<file path="config.mk">
export PLATFORM = sky130hd
export DESIGN_NAME = maze_mover
export DESIGN_NICKNAME = d
export VERILOG_FILES = /design/src/rtl/maze_mover.sv
export SDC_FILE = /design/constraint.sdc
export NUM_CORES = 1
export LEC_CHECK = 0
export BUFFER_PORTS_ARGS = -buffer_cell sky130_fd_sc_hd__buf_4
export CORE_ASPECT_RATIO = 0.75
export CORE_MARGIN = 5
export CORE_UTILIZATION = 50
export DETAILED_ROUTE_END_ITERATION = 10
export GPL_ROUTABILITY_DRIVEN = 0
export MAX_ROUTING_LAYER = met4
export PLACE_DENSITY = 0.7
export SLEW_MARGIN = 25
export SYNTH_ARGS = -nofsm -noshare
export SYNTH_HDL_FRONTEND = slang
export SYNTH_SLANG_ARGS = --single-unit
export TNS_END_PERCENT = 100
</file>
<file path="constraint.sdc">
create_clock -name clk -period 4.6 [get_ports clk]
set_clock_uncertainty 0.1 [all_clocks]
set_input_delay 0.23 -clock clk [delete_from_list [all_inputs] [get_ports clk]]
set_output_delay 0.23 -clock clk [all_outputs]
set_load 0.03 [all_outputs]
</file>
<file path="src/rtl/maze_mover.sv">
// maze_mover: incremental player-motion engine with a shared req/ack wall-lookup port.
// Build macro MAZE_MOVER_DIAG_EN additionally accepts diagonal (two orthogonal bit) moves.
module maze_mover #(
  parameter int POS_W      = 11,
  parameter int RC_W       = 5,
  parameter int OFF_W      = 10,
  parameter int STEP       = 2,
  parameter int SPRITE     = 10,
  parameter int START_ROW  = 0,
  parameter int START_COL  = 9,
  parameter int START_XOFF = 34,
  parameter int START_YOFF = 41,
  parameter int START_X    = 394,
  parameter int START_Y    = 41
) (
  input  logic             clk,
  input  logic             rst,
  input  logic             tick,
  input  logic [3:0]       dir,
  input  logic             home,
  input  logic             level_restart,
  input  logic [OFF_W-1:0] tile_w,
  input  logic [OFF_W-1:0] tile_h,
  input  logic [RC_W-1:0]  num_rows,
  input  logic [RC_W-1:0]  num_cols,
  input  logic [OFF_W-1:0] wall_margin,
  output logic             wall_req,
  output logic [RC_W-1:0]  wall_row,
  output logic [RC_W-1:0]  wall_col,
  input  logic             wall_ack,
  input  logic [3:0]       walls,
  output logic [POS_W-1:0] pos_x,
  output logic [POS_W-1:0] pos_y,
  output logic [RC_W-1:0]  cur_row,
  output logic [RC_W-1:0]  cur_col,
  output logic             busy,
  output logic             moved,
  output logic             blocked
);
  // Lookup handshake: wall_req stays high with a stable address until a cycle with wall_ack=1; ack while wall_req=0 is ignored.

  typedef enum logic [1:0] {IDLE, RD_CUR, RD_ADJ, DECIDE} state_e;

  localparam int SW = OFF_W + 2;
  localparam logic [SW-1:0]    STEP_S   = SW'(STEP);
  localparam logic [SW-1:0]    SPR_S    = SW'(SPRITE);
  localparam logic [POS_W-1:0] STEP_P   = POS_W'(STEP);
  localparam logic [RC_W-1:0]  RC_ONE   = RC_W'(1);
  localparam logic [RC_W-1:0]  HOME_ROW = RC_W'(START_ROW);
  localparam logic [RC_W-1:0]  HOME_COL = RC_W'(START_COL);
  localparam logic [OFF_W-1:0] HOME_XO  = OFF_W'(START_XOFF);
  localparam logic [OFF_W-1:0] HOME_YO  = OFF_W'(START_YOFF);
  localparam logic [POS_W-1:0] HOME_X   = POS_W'(START_X);
  localparam logic [POS_W-1:0] HOME_Y   = POS_W'(START_Y);

  state_e           state_q, state_d;
  logic [3:0]       dir_q, dir_d, wc_q, wc_d, wa_q, wa_d;
  logic [RC_W-1:0]  row_q, row_d, col_q, col_d;
  logic [OFF_W-1:0] xoff_q, xoff_d, yoff_q, yoff_d;
  logic [POS_W-1:0] px_q, px_d, py_q, py_d;
  logic             moved_q, moved_d, blocked_q, blocked_d;
`ifdef MAZE_MOVER_DIAG_EN
  logic             axis_q, axis_d, acc_q, acc_d;
`endif

  logic [3:0] act_dir;
`ifdef MAZE_MOVER_DIAG_EN
  // axis_q=0 resolves the vertical component, axis_q=1 the horizontal one.
  assign act_dir = axis_q ? (dir_q & 4'b0110) : (dir_q & 4'b1001);
`else
  assign act_dir = dir_q;
`endif

  logic go_up, go_lf, go_rt, go_dn;
  assign go_up = act_dir[0];
  assign go_lf = act_dir[1];
  assign go_rt = act_dir[2];
  assign go_dn = act_dir[3];

  logic at_edge;
  assign at_edge = (go_up && (row_q == '0)) || (go_dn && (row_q == num_rows - RC_ONE)) ||
                   (go_lf && (col_q == '0)) || (go_rt && (col_q == num_cols - RC_ONE));

  logic [RC_W-1:0] adj_row, adj_col;
  assign adj_row = go_up ? row_q - RC_ONE : (go_dn ? row_q + RC_ONE : row_q);
  assign adj_col = go_lf ? col_q - RC_ONE : (go_rt ? col_q + RC_ONE : col_q);

  assign wall_req = (state_q == RD_CUR) || ((state_q == RD_ADJ) && !at_edge);
  assign wall_row = (state_q == RD_ADJ) ? adj_row : row_q;
  assign wall_col = (state_q == RD_ADJ) ? adj_col : col_q;

  logic [SW-1:0] x_ext, y_ext, tw_ext, th_ext, m_ext;
  assign x_ext  = {2'b00, xoff_q};
  assign y_ext  = {2'b00, yoff_q};
  assign tw_ext = {2'b00, tile_w};
  assign th_ext = {2'b00, tile_h};
  assign m_ext  = {2'b00, wall_margin};

  logic x_cross_r, x_cross_l, y_cross_d, y_cross_u;
  assign x_cross_r = (x_ext + STEP_S) >= tw_ext;
  assign x_cross_l = x_ext < STEP_S;
  assign y_cross_d = (y_ext + STEP_S) >= th_ext;
  assign y_cross_u = y_ext < STEP_S;

  // Margin added on the left side of the compare so a margin wider than the tile cannot underflow.
  logic wall_hit, edge_cross, step_blocked;
  assign wall_hit = (go_up && (wc_q[3] | wa_q[2]) && (y_ext <= m_ext)) ||
                    (go_dn && (wc_q[2] | wa_q[3]) && ((y_ext + SPR_S + m_ext) >= th_ext)) ||
                    (go_lf && (wc_q[1] | wa_q[0]) && (x_ext <= m_ext)) ||
                    (go_rt && (wc_q[0] | wa_q[1]) && ((x_ext + SPR_S + m_ext) >= tw_ext));
  assign edge_cross = at_edge && ((go_up && y_cross_u) || (go_dn && y_cross_d) ||
                                  (go_lf && x_cross_l) || (go_rt && x_cross_r));
  assign step_blocked = wall_hit || edge_cross;

  logic accept;
`ifdef MAZE_MOVER_DIAG_EN
  assign accept = $onehot(dir) || ($onehot(dir & 4'b1001) && $onehot(dir & 4'b0110));
`else
  assign accept = $onehot(dir);
`endif

  always_comb begin
    state_d   = state_q;
    dir_d     = dir_q;
    wc_d      = wc_q;
    wa_d      = wa_q;
    row_d     = row_q;
    col_d     = col_q;
    xoff_d    = xoff_q;
    yoff_d    = yoff_q;
    px_d      = px_q;
    py_d      = py_q;
    moved_d   = 1'b0;
    blocked_d = 1'b0;
`ifdef MAZE_MOVER_DIAG_EN
    axis_d    = axis_q;
    acc_d     = acc_q;
`endif
    unique case (state_q)
      IDLE: begin
        if (tick && accept) begin
          dir_d   = dir;
          state_d = RD_CUR;
`ifdef MAZE_MOVER_DIAG_EN
          axis_d  = ~|(dir & 4'b1001);
          acc_d   = 1'b0;
`endif
        end
      end
      RD_CUR: begin
        if (wall_ack) begin
          wc_d    = walls;
          state_d = RD_ADJ;
        end
      end
      RD_ADJ: begin
        if (at_edge) begin
          wa_d    = 4'b1111;
          state_d = DECIDE;
        end else if (wall_ack) begin
          wa_d    = walls;
          state_d = DECIDE;
        end
      end
      DECIDE: begin
        if (!step_blocked) begin
          if (go_up) begin
            py_d = py_q - STEP_P;
            if (y_cross_u) begin
              row_d  = row_q - RC_ONE;
              yoff_d = OFF_W'(y_ext + th_ext - STEP_S);
            end else begin
              yoff_d = OFF_W'(y_ext - STEP_S);
            end
          end
          if (go_dn) begin
            py_d = py_q + STEP_P;
            if (y_cross_d) begin
              row_d  = row_q + RC_ONE;
              yoff_d = OFF_W'(y_ext + STEP_S - th_ext);
            end else begin
              yoff_d = OFF_W'(y_ext + STEP_S);
            end
          end
          if (go_lf) begin
            px_d = px_q - STEP_P;
            if (x_cross_l) begin
              col_d  = col_q - RC_ONE;
              xoff_d = OFF_W'(x_ext + tw_ext - STEP_S);
            end else begin
              xoff_d = OFF_W'(x_ext - STEP_S);
            end
          end
          if (go_rt) begin
            px_d = px_q + STEP_P;
            if (x_cross_r) begin
              col_d  = col_q + RC_ONE;
              xoff_d = OFF_W'(x_ext + STEP_S - tw_ext);
            end else begin
              xoff_d = OFF_W'(x_ext + STEP_S);
            end
          end
        end
`ifdef MAZE_MOVER_DIAG_EN
        if (!axis_q && |(dir_q & 4'b0110)) begin
          axis_d  = 1'b1;
          acc_d   = !step_blocked;
          state_d = RD_ADJ;
        end else begin
          moved_d   = acc_q | !step_blocked;
          blocked_d = !(acc_q | !step_blocked);
          state_d   = IDLE;
        end
`else
        moved_d   = !step_blocked;
        blocked_d = step_blocked;
        state_d   = IDLE;
`endif
      end
      default: state_d = IDLE;
    endcase
    if (level_restart || home) begin
      state_d   = IDLE;
      row_d     = HOME_ROW;
      col_d     = HOME_COL;
      xoff_d    = HOME_XO;
      yoff_d    = HOME_YO;
      px_d      = HOME_X;
      py_d      = HOME_Y;
      moved_d   = 1'b0;
      blocked_d = 1'b0;
`ifdef MAZE_MOVER_DIAG_EN
      axis_d    = 1'b0;
      acc_d     = 1'b0;
`endif
    end
  end

  always_ff @(posedge clk) begin
    if (!rst) begin
      state_q   <= IDLE;
      dir_q     <= 4'b0000;
      wc_q      <= 4'b0000;
      wa_q      <= 4'b0000;
      row_q     <= HOME_ROW;
      col_q     <= HOME_COL;
      xoff_q    <= HOME_XO;
      yoff_q    <= HOME_YO;
      px_q      <= HOME_X;
      py_q      <= HOME_Y;
      moved_q   <= 1'b0;
      blocked_q <= 1'b0;
`ifdef MAZE_MOVER_DIAG_EN
      axis_q    <= 1'b0;
      acc_q     <= 1'b0;
`endif
    end else begin
      state_q   <= state_d;
      dir_q     <= dir_d;
      wc_q      <= wc_d;
      wa_q      <= wa_d;
      row_q     <= row_d;
      col_q     <= col_d;
      xoff_q    <= xoff_d;
      yoff_q    <= yoff_d;
      px_q      <= px_d;
      py_q      <= py_d;
      moved_q   <= moved_d;
      blocked_q <= blocked_d;
`ifdef MAZE_MOVER_DIAG_EN
      axis_q    <= axis_d;
      acc_q     <= acc_d;
`endif
    end
  end

  assign pos_x   = px_q;
  assign pos_y   = py_q;
  assign cur_row = row_q;
  assign cur_col = col_q;
  assign busy    = (state_q != IDLE);
  assign moved   = moved_q;
  assign blocked = blocked_q;

endmodule

</file>
==> impl_metrics.sql <==
INSERT INTO impl_metrics (metric_group, metric, value, unit) VALUES
('grt', 'first_pass_grt_wire_length', '41400', 'µm'),
('die', 'fp.dieH', '127', 'µm'),
('sta', 'finalCritPeriodShare', '96.6', '%'),
('die', 'coreArea', '17800', 'µm²'),
('die', 'placementRows', '42', ''),
('clocking', 'numClockSinks', '66', ''),
('sta', 'timing.final.setup_violations', '0', ''),
('layout', 'area.sequential', '1320', 'µm²'),
('layout', 'num_antenna_cells', '0', ''),
('routing', 'routedWlPerCell', '16.4', 'µm'),
('routing', 'drtAntennaViolNets', '0', ''),
('worst_setup_path', 'cp_data_required_time', '4720', 'ps'),
('routing', 'residual_drc_count', '0', ''),
('yosys', 'synth_seq_area_share', '14.5', '%'),
('worst_setup_path', 'timing_worst_setup_path_type', 'reg -> reg', ''),
('yosys', 'synth.mux.area_fraction', '3.64', '%'),
('yosys', 'largest_family_of_logic_cells_by_synthesized_area', 'adder cells', ''),
('worst_setup_path', 'crit_family', 'simple AND/OR/NAND/NOR gates', ''),
('placement', 'numPortBuffers', '97', ''),
('routing', 'routed_wl', '25300', 'µm'),
('yosys', 'yosys_warnings', '0', ''),
('yosys', 'synth-adder-area-share', '24.6', '%'),
('worst_setup_path', 'r2r_start', 'xoff_q[1]', ''),
('routing', 'drt-initial-drc-count', '708', ''),
('yosys', 'post_synth_xor_area_fraction', '9.68', '%'),
('yosys', 'synth-compound-area-share', '21.8', '%'),
('layout', 'nNetsFinal', '1523', ''),
('grt', 'globalRoute.totalOverflow', '0', ''),
('clocking', 'clk_path_buf_depth', '2', ''),
('routing', 'dr_total_vias', '8693', ''),
('yosys', 'synth_commonest_cells', 'sky130_fd_sc_hd__ha_1 (165), sky130_fd_sc_hd__inv_1 (141), sky130_fd_sc_hd__nand2_1 (97), sky130_fd_sc_hd__nor2_1 (89), sky130_fd_sc_hd__a21oi_1 (84)', ''),
('die', 'ios', '100', ''),
('worst_setup_path', 'worst-endpoint-arrival', '4560', 'ps'),
('clocking', 'h_tree_levels', '3', ''),
('sta', 'timing.final.ws_setup', '157', 'ps'),
('yosys', 'synth_fp_nets', '1419', ''),
('worst_setup_path', 'timing.reg2reg.worst_path_depth', '25', ''),
('worst_setup_path', 'worst_setup_path_endpoint', 'pos_y[2]', ''),
('worst_setup_path', 'timing.critical_path.slowest_cell_delay', '340', 'ps'),
('worst_setup_path', 'crit_path_end_kind', 'flip-flop', ''),
('clocking', 'worst_skew_pair.late_latency', '350', 'ps'),
('sta', 'fmaxAchievable', '0.225', 'GHz'),
('worst_setup_path', 'r2r_setup_slack', '160', 'ps'),
('worst_setup_path', 'source_of_the_critical_timing_path', 'xoff_q[1]', ''),
('yosys', 'syn-instance-count', '1191', ''),
('worst_setup_path', 'critical_path_depth', '25', ''),
('worst_setup_path', 'r2r-end', 'pos_y[2]', ''),
('routing', 'routed_via_density', '5.64', ''),
('yosys', 'synth.top_cell.area_share', '22.6', '%'),
('yosys', 'number_of_flops_mapped_to_enable_cells_by_yosys', '0', ''),
('placement', 'dp_cells', '1517', ''),
('layout', 'layoutNonFillerInstCount', '1542', ''),
('pwr', 'cellPowerDensity', '169', 'nW/µm²'),
('yosys', 'postSynth.asyncResetShare', '0', '%'),
('grt', 'global_route.usage.total', '24.1', '%'),
('placement', 'pre_cts_slack', '-107', 'ps'),
('yosys', 'syn_area_per_cell', '7.67', 'µm²'),
('die', 'die-width', '166', 'µm'),
('sta', 'worstMarginPinSlew', '908', 'ps'),
('yosys', 'synth-main-ff-cell', 'sky130_fd_sc_hd__dfxtp_1', ''),
('status', 'result_of_the_run', 'completed', ''),
('sta', 'fin_setup_tns', '0', 'ps'),
('sta', 'rsz0062_at_grt', 'true', ''),
('sta', 'fin_crit', '4440', 'ps'),
('yosys', 'synth_cell_types', '83', ''),
('yosys', 'synth_simple_gate_area_share', '17.3', '%'),
('grt', 'grt_max_degree', '40', ''),
('clocking', 'cts-buffers-inserted', '9', ''),
('min_path', 'min_path_type', 'in -> reg', ''),
('clocking', 'tritoncts', 'built', ''),
('worst_setup_path', 'critPathMaxFanout', '6', '');
[sequential cells by signal (all words and copies together), names as in the netlist]
register  count
pos_y        10
state_q       2
moved         1
wc_q          4
wa_q          4
pos_x        10
yoff_q       10
cur_col       5
xoff_q       10
act_dir       4
cur_row       5
blocked       1
[power breakdown]
| part | internal, mW | total, mW | switching, mW |
|---|---|---|---|
| Sequential | 0.574 | 0.579 | 0.00462 |
| Combinational | 0.223 | 0.500 | 0.277 |
| Clock | 0.430 | 0.735 | 0.306 |
| Total | 1.23 | 1.81 | 0.587 |
[per-stage QoR]
| stage | instance area, µm² | util, % | power (mW) | hold slack (ps) |
|---|---|---|---|---|
| after floorplan | 9140 | - | 0.939 | 284 |
| after global placement | 10200 | 57.4 | 1.07 | 348 |
| after detailed placement | 10200 | 57.4 | 1.07 | 352 |
| after CTS | 10600 | 59.7 | 1.81 | 56.0 |
| after global routing | 10800 | 60.4 | 1.91 | 55.8 |
| final | 10800 | 60.4 | 1.81 | 54.9 |
[repair_timing]
action | CTS | global route
endpoints found under the setup margin | 46 | 50
buffers inserted | 3 | 3
hold buffers | 0 | 0
resized for setup | 9 | 25
gates cloned | 2 | 3
pin swaps | 8 | 16
[worst register-to-register path, delay by kind of cell (launching register included)]
kind,cells,cell delay [ps]
AND/OR/NAND/NOR,8,1270
adder cells (fa/ha/maj),4,930
AO/OA/AOI/OAI,6,920
buffers and inverters,5,520
flip-flops,1,330
multiplexers,1,180
XOR/XNOR,1,80
[how the worst min path moves through the flow]
stage                        start    endpoint  cells past startpoint
final                       dir[2]  act_dir[2]                      3
after global routing      walls[0]     wa_q[0]                      2
after CTS                   dir[2]  act_dir[2]                      3
after detailed placement   wc_q[2]     wc_q[2]                      2
after global placement     wc_q[1]     wc_q[1]                      2
after floorplan                rst     wc_q[0]                      1
[cells by family after synthesis]
kind of cell	Yosys count
and+or+nand+nor	325
AOI/OAI and AO/OA	299
buffers and inverters	191
adders and majority gates	174
xor gates and xnor gates	101
DFF	66
muxes	33
other	2
[layer usage]
metal | part of all wire [%] | vias to the layer above | global-route usage [%]
met5 | 0 | - | -
li1 | - | 4400 | -
met2 | 40 | 284 | 33.7
met1 | 53 | 3988 | 37.1
met3 | 6.8 | 21 | 3.52
met4 | 0.96 | 0 | 3.49
[placed cells by master (no fill, tap or decap), drive strengths merged, types with 15 or more instances in the layout]
master,instances
nand2,98
a211oi,19
nand4,15
dfxtp,66
buf,140
nor3,31
o21ai,54
nand3,28
a21oi,85
a21o,22
xnor2,74
inv,145
ha,165
xor2,27
mux2i,31
nor2,90
[cell type report]
class,count,area share (%)
clock buffer,9,2.09
timing repair buffer,142,10.7
multi-input combinational,934,66.3
clock inverter,7,0.768
tap,242,2.81
sequential,66,12.3
inverter,142,4.98
No activity file was read; power rests on OpenSTA's default activity.
